## config.mk

```make
export PLATFORM = sky130hd
export DESIGN_NAME = serial2parallel
export DESIGN_NICKNAME = d
export VERILOG_FILES = /design/src/rtl/s2p_pkg.sv /design/src/rtl/s2p_hold_buf.sv /design/src/rtl/serial2parallel.sv
export SDC_FILE = /design/constraint.sdc
export NUM_CORES = 1
export LEC_CHECK = 0
export CAP_MARGIN = 25
export CORE_AREA = 2 2 39 41
export CTS_CLUSTER_DIAMETER = 30
export DETAILED_ROUTE_END_ITERATION = 10
export DIE_AREA = 0 0 41 43
export PLACE_DENSITY = 0.58
export SYNTH_ARGS = -nofsm -noshare
export SYNTH_HDL_FRONTEND = slang
export SYNTH_SLANG_ARGS = --single-unit
```

## constraint.sdc

```tcl
create_clock -name clk_sig -period 1.3 [get_ports clk_sig]
set_clock_uncertainty 0.05 [all_clocks]
set_input_delay 0.325 -clock clk_sig [delete_from_list [all_inputs] [get_ports clk_sig]]
set_output_delay 0.325 -clock clk_sig [all_outputs]
set_load 0.01 [all_outputs]
```

## src/rtl/s2p_pkg.sv

```systemverilog
// Shared definitions for the receive-side serial-to-parallel path:
// FSM encodings live here so every user agrees on them.
package s2p_pkg;

  localparam logic HUNT    = 1'b0;
  localparam logic COLLECT = 1'b1;

  typedef enum logic {
    STATE_HUNT    = HUNT,
    STATE_COLLECT = COLLECT
  } s2p_state_t;

  function automatic int unsigned s2p_count_width(input int unsigned width);
    return $clog2(width + 1);
  endfunction

endpackage

```

## src/rtl/s2p_hold_buf.sv

```systemverilog
// One-entry valid/ready holding register. A new word is dropped, with an
// overrun pulse, when the held word is still pending and not taken this cycle.
module s2p_hold_buf #(
  parameter int WIDTH = 2
) (
  input  logic             clk_sig,
  input  logic             reset_sig,
  input  logic             load_valid,
  input  logic [WIDTH-1:0] load_data,
  output logic [WIDTH-1:0] data,
  output logic             valid,
  input  logic             ready,
  output logic             overrun
);

  // Handshake: a word moves when valid && ready on a rising edge; data is
  // held stable while valid is high and ready is low.
  logic accept;
  logic can_load;

  assign accept   = valid && ready;
  assign can_load = !valid || ready;

  always_ff @(posedge clk_sig) begin
    if (reset_sig) begin
      data    <= '0;
      valid   <= 1'b0;
      overrun <= 1'b0;
    end else begin
      overrun <= 1'b0;
      if (load_valid) begin
        if (can_load) begin
          data  <= load_data;
          valid <= 1'b1;
        end else begin
          overrun <= 1'b1;
        end
      end else if (accept) begin
        valid <= 1'b0;
      end
    end
  end

endmodule

```

## src/rtl/serial2parallel.sv

```systemverilog
// Collects an MSB-first qualified bit stream into WIDTH-bit words framed by
// an alignment strobe, and hands each word to a one-entry output buffer.
module serial2parallel
  import s2p_pkg::*;
#(
  parameter int WIDTH = 2
) (
  input  logic             clk_sig,
  input  logic             reset_sig,
  input  logic             serial_sig,
  input  logic             serial_valid,
  input  logic             align_sig,
  output logic [WIDTH-1:0] parallel_sig,
  output logic             parallel_valid,
  input  logic             parallel_ready,
  output logic             overrun_sig,
  output logic             misalign_sig,
  output s2p_state_t       state_dbg
);

  localparam int CW = s2p_count_width(WIDTH);

  s2p_state_t       state, state_next;
  logic [WIDTH-1:0] shift_q, shift_next;
  logic [CW-1:0]    count_q, count_next;
  logic             misalign_next;
  logic             word_done;
  logic [WIDTH-1:0] word_data;
  logic [WIDTH-1:0] base;
  logic [WIDTH-1:0] new_shift;
  logic [CW-1:0]    new_count;
  logic             take_bit;
  logic             restart;

  assign state_dbg = state;

  always_ff @(posedge clk_sig) begin
    if (reset_sig) begin
      state        <= STATE_HUNT;
      shift_q      <= '0;
      count_q      <= '0;
      misalign_sig <= 1'b0;
    end else begin
      state        <= state_next;
      shift_q      <= shift_next;
      count_q      <= count_next;
      misalign_sig <= misalign_next;
    end
  end

  // A bit starts a fresh word when it carries align or follows a completed
  // word; in HUNT only an aligned bit is taken at all.
  always_comb begin
    state_next    = state;
    shift_next    = shift_q;
    count_next    = count_q;
    misalign_next = 1'b0;
    word_done     = 1'b0;
    word_data     = '0;
    take_bit      = serial_valid && (state == STATE_COLLECT || align_sig);
    restart       = align_sig || (count_q == '0);
    base          = restart ? '0 : shift_q;
    new_shift     = (base << 1) | WIDTH'(serial_sig);
    new_count     = (align_sig ? '0 : count_q) + CW'(1);

    if (take_bit) begin
      state_next    = STATE_COLLECT;
      misalign_next = (state == STATE_COLLECT) && align_sig && (count_q != '0);
      if (new_count == CW'(WIDTH)) begin
        word_done  = 1'b1;
        word_data  = new_shift;
        shift_next = '0;
        count_next = '0;
      end else begin
        shift_next = new_shift;
        count_next = new_count;
      end
    end
  end

  s2p_hold_buf #(
    .WIDTH(WIDTH)
  ) u_hold_buf (
    .clk_sig   (clk_sig),
    .reset_sig (reset_sig),
    .load_valid(word_done),
    .load_data (word_data),
    .data      (parallel_sig),
    .valid     (parallel_valid),
    .ready     (parallel_ready),
    .overrun   (overrun_sig)
  );

endmodule

```

### Word level (Yosys, flattened, before mapping)

Index checks and enable logic that the tools add are counted.

| word-level totals | value |
|---|---|
| register bits | 9 |
| latch bits | 0 |
| bits in writable memories | 0 |
| bits in read-only memories | 0 |
| input port bits | 6 |
| output and inout bits | 6 |
| logic and storage cells | 40 |
| memories kept | 0 |

| operators by class | value |
|---|---|
| add/sub/neg operators | 1 |
| multiply operators | 0 |
| div/mod/pow operators | 0 |
| order comparisons | 0 |
| eq/ne operators | 2 |
| shift operators | 0 |
| muxes and demuxes | 12 |
| bitwise gates (word level) | 3 |
| reductions and logical operators | 15 |

Operators with widths:

| cell | count |
|---|---|
| 1-bit two-way mux | 8 |
| 2-bit two-way mux | 4 |
| 1-bit logical AND | 4 |
| 2-bit AND reduction | 2 |
| 2-bit nonzero test | 2 |
| 2-bit OR reduction | 2 |
| 1-bit logical OR | 3 |
| 2-bit by 1-bit adder with 2-bit output, second input constant | 1 |
| 2-bit equality test, second input constant | 1 |
| 2-bit zero test | 1 |
| 2-bit != test, second input constant | 1 |
| 1-bit inverter | 2 |
| 2-bit by 1-bit OR with 2-bit output | 1 |
| 1-bit zero test | 1 |

### Depth between registers and ports, before layout

Gate-level depths: netlist of the first run.

| logic depth | value |
|---|---|
| depth after elaboration | 7 |
| mapped depth | 4 |
| gate-level depth less buffers | 3 |

### By module

From an unflattened synthesis of the first run, not the netlist that was laid out.

| unflattened totals | value |
|---|---|
| cell total of the unflattened synthesis | 39 |
| area total of the unflattened synthesis | 375.4 µm² |

Modules (own cells, without submodules):

| module | instances | cells an instance | area an instance (µm²) | sequential area each (µm²) |
|---|---|---|---|---|
| serial2parallel | 1 | 24 | 206.4 | 100.1 |
| s2p_hold_buf | 1 | 15 | 168.9 | 80.1 |

### Worst setup path after synthesis of the first run

OpenSTA, ideal clock, no wires.

| timing | value |
|---|---|
| path kind | register to register |
| start | reg count_q[0] |
| end | reg u_hold_buf.data[0] |
| library setup time | 0.119 ns |
| arrival | 0.838 ns |
| required time | 1.131 ns |
| setup slack | 0.293 ns |
| cell stages (with the launch flop) | 4 |
| buffers on the path | 0 |
| clock period less this slack | 1.007 ns |
| cells stage by stage | dfxtp_1 > nor3b_4 > nand4_2 > mux2i_1 |

| between the ends | value |
|---|---|
| word-level cells in the longest chain between the ends | 6 |
| elaborated cells between the ends (all ways) | 8 |
| classes of those cells | 1 x add/sub; 1 x eq/ne; 5 x mux; 1 x reduce/logical |

RTL lines:

| item | RTL line | source |
|---|---|---|
| start: declaration | serial2parallel.sv:25 | `logic [CW-1:0] count_q, count_next;` |
| start signal: assignment | serial2parallel.sv:46 | `count_q <= count_next;` |
| 2-bit two-way mux (*) | serial2parallel.sv:64 | `new_count = (align_sig ? '0 : count_q) + CW'(1);` |
| 2-bit by 1-bit adder with 2-bit output (*) | serial2parallel.sv:64 |  |
| 2-bit equality test (*) | serial2parallel.sv:69 | `if (new_count == CW'(WIDTH)) begin` |
| 1-bit two-way mux | serial2parallel.sv:69 |  |
| 1-bit two-way mux | serial2parallel.sv:66 | `if (take_bit) begin` |
| 2-bit AND reduction (no line) | - |  |
| end signal: assignment | s2p_hold_buf.sv:33 | `data <= load_data;` |
| end: declaration | s2p_hold_buf.sv:10 | `output logic [WIDTH-1:0] data,` |

Mark *: on every way between the ends. The rest lies on a longest branch, timed or not.
A chain may end at the register's enable or synchronous reset.

### Worst setup path after layout of the first run

| timing | value |
|---|---|
| start | reg state (netlist: state_dbg) |
| end | out state_dbg |

RTL lines:

| item | RTL line | source |
|---|---|---|
| start: declaration | serial2parallel.sv:23 | `s2p_state_t state, state_next;` |
| start signal: assignment | serial2parallel.sv:44 | `state <= state_next;` |
| end: declaration | serial2parallel.sv:18 | `output s2p_state_t state_dbg` |

No word-level cell between the ends.

==> summary.txt, run 1 <==
RSZ-0062 raised after global routing: no
die height: 43 µm
Async SR Flop Fraction: 0
Non-Filler Instances: 72
Post-Syn Area: 362 µm²
Worst Reg-to-Reg Cells: 3
DRT Pass-1 Iters: 4
Crit-path slowest cell: dfxtp_1
final setup fails: 0
nets@finish: 63
Final ANT Viol Nets: 0
mux share of post-synthesis cell area: 0.0554
RD Place Congestion: 0.693
Via-to-Cell Ratio: 4.29
WS Path Type: reg2out
Post-Route WL: 704 µm
Core ar.: 1380 µm²
initial antenna violation count: 0
Top FF cell, synth: dfxtp_1
top cells by count, synth: 9 x dfxtp_1, 7 x nand2b_1, 3 x a21oi_1
share of layout cells above drive strength 1: 0.214
post-route cell area: 554 µm²
I/O pin cnt: 12
cell leakage power: 0.000251 µW
die area: 1760 µm²
Fillers: 138
Hold EP: u_hold_buf.data[1]
CTS buffer count: 3
Mapped Cells: 36
Max Fanout on Critical Path: 2
Syn. warnings: 0
simple-gate share of the synthesized area: 0.304
hold path cells: 2
Tcrit/Tclk final: 0.947
synthesized net count: 42
Post-synth EDFFs: 0
Worst IR Drop VDD: 386 µV
Least-Margin Pin Slew: 304 ps
first-pass GRT wire length: 1030 µm
Avg WL per Cell: 9.78 µm
worst skew pair latency: 260 ps
grt ovf: 0
die width: 41 µm
placed cell count: 68
CTS tree: done
CTS root buf: clkbuf_4
Syn-to-layout area delta: 53.3%
Min Clock Period, post-route: 1230 ps
crit path cell chain: dlygate4sd2_1
Buf/Inv on CP: 1
hold_sp: u_hold_buf.data[1]
Starting Density: 0.261
Synth Area in Compound Gates: 0.121
status: finished, final reports clean
FMAX: 0.812 GHz
largest cells by area after synthesis: dfxtp_1 50%, nand2b_1 12%, mux2i_1 5.5%, nor3b_4 5.2%, a21oi_1 4.2%
clock-pin slew on the worst setup and hold paths: 60 ps
H-tree levels: 1
Post-DP Area: 533 µm²
Port-buffer cells: 11
delay of the slowest critical-path stage: 320 ps
Worst EP required: 930 ps
vias in the first global route: 252
max-slew violation count: 0
area leader, netlist: dfxtp_1
Synth top area share: 0.498
Max-Cap Viols: 0
number of remaining DRC errors: 0
largest family of logic cells by synthesized area: simple AND/OR/NAND/NOR gates
Synth Area in XOR/XNOR: 0
R2R Path End: u_hold_buf.data[1]
hold slack: 421 ps
mean area per synthesized cell: 10.0 µm²
Core Rows: 14
Rel. slew slack: 0.795
largest net degree at the start of global routing: 8
startpoint type of the worst setup path: flip-flop
r2r setup slk: 230 ps
Overall Global Routing Usage: 0.0948
DRT iter0 DRCs: 8
Antenna Cells: 0
Worst EP arrival: 860 ps
Post-CTS Hold Fix Bufs: 0
FF+latch count, synth: 9
R2R Path Start: count_q[0]
clk buf depth: 2
Vias: 309
PD cells: 1040 nW/µm²
Distinct cells, synth: 17
CP top delay family: flip-flops
top-count cell post-synth: dfxtp_1
Synth Area in Adders: 0
register area share after synthesis: 0.498
final hold viol count: 0
Critical Path End Type: output pin
Hold Crit Class: reg2reg
# clock sinks: 9
metal layers:
| metal | track usage | vias up | routed length (µm) |
|---|---|---|---|
| li1 | - | 165 | - |
| met1 | 0.121 | 132 | 350 |
| met2 | 0.103 | 10 | 292 |
| met3 | 0.0471 | 2 | 45 |
| met4 | 0.100 | 0 | 15 |
| met5 | 0 | - | 0 |
worst max path at each step:
stage	from	to	slack, ps	depth (start not counted)
5_1_grt	u_hold_buf.valid	parallel_valid	10	1
3_3_place_gp	align_sig	u_hold_buf.data[1]	-230	4
2_1_floorplan	count_q[0]	u_hold_buf.data[0]	290	3
3_5_place_dp	align_sig	u_hold_buf.data[1]	-250	4
4_1_cts	align_sig	u_hold_buf.data[1]	30	4
6_report	state_dbg	state_dbg	70	1
area by class of cell:
type | count | area, µm² | area share
clock buffer | 4 | 26.3 | 0.0474
timing repair buffer | 17 | 150 | 0.271
sequential | 9 | 180 | 0.325
multi-input combinational | 25 | 174 | 0.314
inverter | 1 | 3.75 | 0.00677
tap | 16 | 20.0 | 0.0361
logic make-up (layout without fill, tap and decap cells):
logic type	after synthesis	after routing
mux	2	2
simple gates	16	16
compound gates	7	7
buf+inv	2	22
flops	9	9
placed cells by master (no fill, tap or decap), drive strengths merged:
cell type / instances
nor2: 2
dlygate4sd2: 6
mux2i: 2
nand2b: 7
dfxtp: 9
nor3b: 1
buf: 6
dlymetal6s2s: 1
o21ai: 1
nor4b: 1
a21o: 1
nor3: 2
clkbuf: 4
a211oi: 1
nand2: 1
a21oi: 3
inv: 1
nand4: 1
nand3: 1
o31ai: 1
clkdlybuf4s50: 4
repair_timing:
action,CTS,global route
gates resized for setup,6,1
pin swaps,0,1
hold endpoints to repair,0,0
buffers inserted,0,0
endpoints found under the setup margin,6,3
metrics by stage:
stage               setup slack [ps]  power, µW  utilization  TNS (ps)
floorplan                        293        322            -         0
global placement                -226        365        0.385     -1360
detailed placement              -251        366        0.385     -1460
CTS                             28.8        584        0.399         0
global route                    13.3        613        0.401         0
finish                          68.4        574        0.401         0
flip-flops by register name, indices dropped and copies added (netlist names):
register / cells
u_hold_buf.data: 2
u_hold_buf.overrun: 1
u_hold_buf.valid: 1
state_dbg: 1
misalign_sig: 1
shift_q: 1
count_q: 2
power breakdown:
| group | total [µW] | switching [µW] | internal, µW |
|---|---|---|---|
| sequential | 287 | 3.86 | 283 |
| combinational | 70.5 | 28.6 | 41.9 |
| clock | 217 | 98.8 | 118 |
| total | 574 | 131 | 443 |
(Power assumes the default switching activity.)
==> inputs of run 2 (changes only) <==
--- a/config.mk
+++ b/config.mk
@@ -10,7 +10,9 @@
 export CTS_CLUSTER_DIAMETER = 30
 export DETAILED_ROUTE_END_ITERATION = 10
 export DIE_AREA = 0 0 41 43
-export PLACE_DENSITY = 0.58
+export PLACE_DENSITY = 0.59
+export RECOVER_POWER = 25
 export SYNTH_ARGS = -nofsm -noshare
 export SYNTH_HDL_FRONTEND = slang
+export SYNTH_HIERARCHICAL = 1
 export SYNTH_SLANG_ARGS = --single-unit
==> run 2 against run 1 <==
Net effect: the run now ends with negative setup slack left; area after synthesis grew 3.8%; via count up 10%; first-iteration DRC count is 25% lower; worst hold slack got worse by 26 ps; combinational power grew 15%; cell area grew 9.5%; routed wire length up 13%; global-route usage increased by 1.3 points; highest routed layer is now met3.
==> summary.txt, run 2 <==
Synth top area share: 0.480 (-0.0183)
die area: 1760 µm² (unchanged)
H-tree levels: 1 (unchanged)
Via-to-Cell Ratio: 4.25 (-0.97%)
vias in the first global route: 301 (+19%)
logic gate share of total power: 0.139 (+0.016)
first-pass GRT wire length: 1210 µm (+18%)
Syn. warnings: 6 (+6)
Avg WL per Cell: 9.93 µm (+1.5%)
commonest non-fill, non-tap cell in the layout: buf_4
RSZ-0062 raised after global routing: yes
Worst EP required: 1430 ps (+500 ps)
share of layout cells above drive strength 1: 0.297 (+0.0826)
Min Clock Period, post-route: 1400 ps (+169 ps)
die width: 41 µm (unchanged)
Tcrit/Tclk final: 1.08 (+0.130)
Port-buffer cells: 11 (unchanged)
nets@finish: 71 (+13%)
clock share of power: 0.371 (-0.007)
Rel. slew slack: 0.819 (+0.0236)
failing checks: negative setup slack
Pint: 449 µW (+1.4%)
register area share after synthesis: 0.480 (-0.0183)
FMAX: 0.714 GHz (-12%)
startpoint type of the worst setup path: primary input
WS Path Type: in2reg
# clock sinks: 9 (unchanged)
Antenna Cells: 0 (unchanged)
largest net degree at the start of global routing: 10 (+2)
hold path cells: 2 (unchanged)
largest cells by area after synthesis: dfxtp_1 48%, nand2b_1 6.7%, nor2_1 6.0%, mux2i_1 5.3%, a21boi_4 5.0%
Worst Reg-to-Reg Cells: 4 (+1)
Non-Filler Instances: 80 (+11%)
top-count cell post-synth: dfxtp_1
Syn-to-layout area delta: 61.7%
die height: 43 µm (unchanged)
FF+latch count, synth: 9 (unchanged)
Critical Path End Type: flip-flop
cell leakage power: 0.000268 µW (+7.0%)
CTS root buf: clkbuf_4
Overall Global Routing Usage: 0.108 (+0.0130)
Max Fanout on Critical Path: 4 (+2)
number of remaining DRC errors: 0 (unchanged)
Final Power: 585 µW (+1.8%)
Async SR Flop Fraction: 0 (unchanged)
Max-Cap Viols: 0 (unchanged)
Post-Route WL: 794 µm (+13%)
part of the power in registers: 0.490 (-0.009)
initial antenna violation count: 0 (unchanged)
Starting Density: 0.271 (+0.00995)
DP HPWL: 534 µm
Core ar.: 1380 µm² (unchanged)
Mapped Cells: 39 (+8.3%)
CTS tree: done
clock-pin slew on the worst setup and hold paths: 60 ps (about the same)
post-layout worst setup margin: -100 ps (-169 ps)
Post-CTS Hold Fix Bufs: 0 (unchanged)
PD cells: 963 nW/µm² (-7.0%)
final setup fails: 3 (+3)
Top Registers: count_q x2, u_hold_buf/data x2
Least-Margin Pin Slew: 271 ps (-33.1 ps)
max-slew violation count: 0 (unchanged)
Post-Syn Area: 375 µm² (+3.8%)
Vias: 340 (+10%)
Psw: 135 µW (+3.0%)
top cells by count, synth: 9 x dfxtp_1, 6 x nor2_1, 4 x nand2b_1
Hold Crit Class: reg2reg
synthesized net count: 45 (+7.1%)
Worst IR Drop VDD: 534 µV (+38%)
CTS buffer count: 3 (unchanged)
I/O pin cnt: 12 (unchanged)
clk buf depth: 2 (unchanged)
final hold viol count: 0 (unchanged)
Post-synth EDFFs: 0 (unchanged)
DRT Pass-1 Iters: 4 (unchanged)
status: finished, violations left
Top FF cell, synth: dfxtp_1
placed cell count: 74 (+8.8%)
Core Rows: 14 (unchanged)
mean area per synthesized cell: 9.62 µm² (-4.2%)
Worst EP arrival: 1530 ps (+670 ps)
commonest non-fill, non-tap cells in the layout: 10 x buf_4, 8 x dfxtp_1, 7 x dlygate4sd2_1
sw frac: 0.231 (+0.00265)
RD Place Congestion: 0.674 (-2.8%)
Distinct cells, synth: 18 (+1)
Final ANT Viol Nets: 0 (unchanged)
area leader, netlist: dfxtp_1
DRT iter0 DRCs: 6 (-2)
Final Util: 0.439 (+0.0380)
worst skew pair latency: 260 ps (about the same)
grt ovf: 0 (unchanged)
run 2: kinds of logic after synthesis:
kind of cell | count (synthesis) | share of synthesized area
buffers and inverters | 1 | 0.00999
DFF | 9 | 0.480
and+or+nand+nor | 20 | 0.313
AOI/OAI and AO/OA | 7 | 0.143
muxes | 2 | 0.0533
run 2: layout make-up:
| type | instances | area (µm²) |
|---|---|---|
| inverter | 1 | 3.75 |
| timing repair buffer | 21 | 176 |
| sequential | 9 | 181 |
| fill | 147 | 777 |
| multi-input combinational | 29 | 199 |
| clock buffer | 4 | 26.3 |
| tap | 16 | 20.0 |
run 2: per-stage QoR:
step	setup TNS, ps	area (µm²)	setup WS (ps)	hold slack, ps
after floorplan	-68.1	384	-34.1	340
after global placement	-2640	574	-493	395
after detailed placement	-2710	574	-516	389
after CTS	-214	599	-117	398
after global routing	-392	607	-176	428
final	-178	607	-100	395
run 2: path summary, 6_finish.rpt:
check	start	to	slack, ps
setup / recovery	align_sig	u_hold_buf/data[1]	-100
hold / removal	shift_q[0]	shift_q[0]	400
setup reg to reg	count_q[0]	u_hold_buf/data[1]	-100
hold reg to reg	shift_q[0]	shift_q[0]	400
run 2: routing by layer:
| metal | vias up | track usage | share of wire |
|---|---|---|---|
| met5 | - | 0 | 0 |
| met4 | 0 | 0.0200 | 0 |
| met3 | 0 | 0.0785 | 0.082 |
| met2 | 11 | 0.166 | 0.49 |
| met1 | 146 | 0.117 | 0.43 |
| li1 | 183 | - | - |
run 2: worst max-delay path, stage by stage:
cell           delay, ps
dlygate4sd2_1        240
or3b_4               410
nor2_4               110
a21boi_4             210
mux2i_1              230
run 2: power groups by stage:
stage / clock (µW) / sequential [µW] / combinational (µW)
6_report: 217 / 287 / 81.1
3_3_place_gp: 0 / 293 / 81.2
3_5_place_dp: 0 / 293 / 80.7
5_1_grt: 248 / 287 / 88.5
2_1_floorplan: 0 / 297 / 27.6
4_1_cts: 228 / 286 / 78.6
run 2: what timing repair did:
item	4_1_cts	5_1_grt
hold endpoints to repair	0	0
setup endpoints to repair	11	4
gates cloned	0	0
pin swaps	2	0
resized for setup	7	0
setup buffers	1	1
==> inputs of run 3 (changes only) <==
--- a/config.mk
+++ b/config.mk
@@ -7,7 +7,7 @@
 export LEC_CHECK = 0
 export CAP_MARGIN = 25
 export CORE_AREA = 2 2 39 41
-export CTS_CLUSTER_DIAMETER = 30
+export CTS_CLUSTER_DIAMETER = 50
 export DETAILED_ROUTE_END_ITERATION = 10
 export DIE_AREA = 0 0 41 43
 export PLACE_DENSITY = 0.59
==> results of run 3 <==
The final DEF is identical to that of run 2; final timing and power are the same.
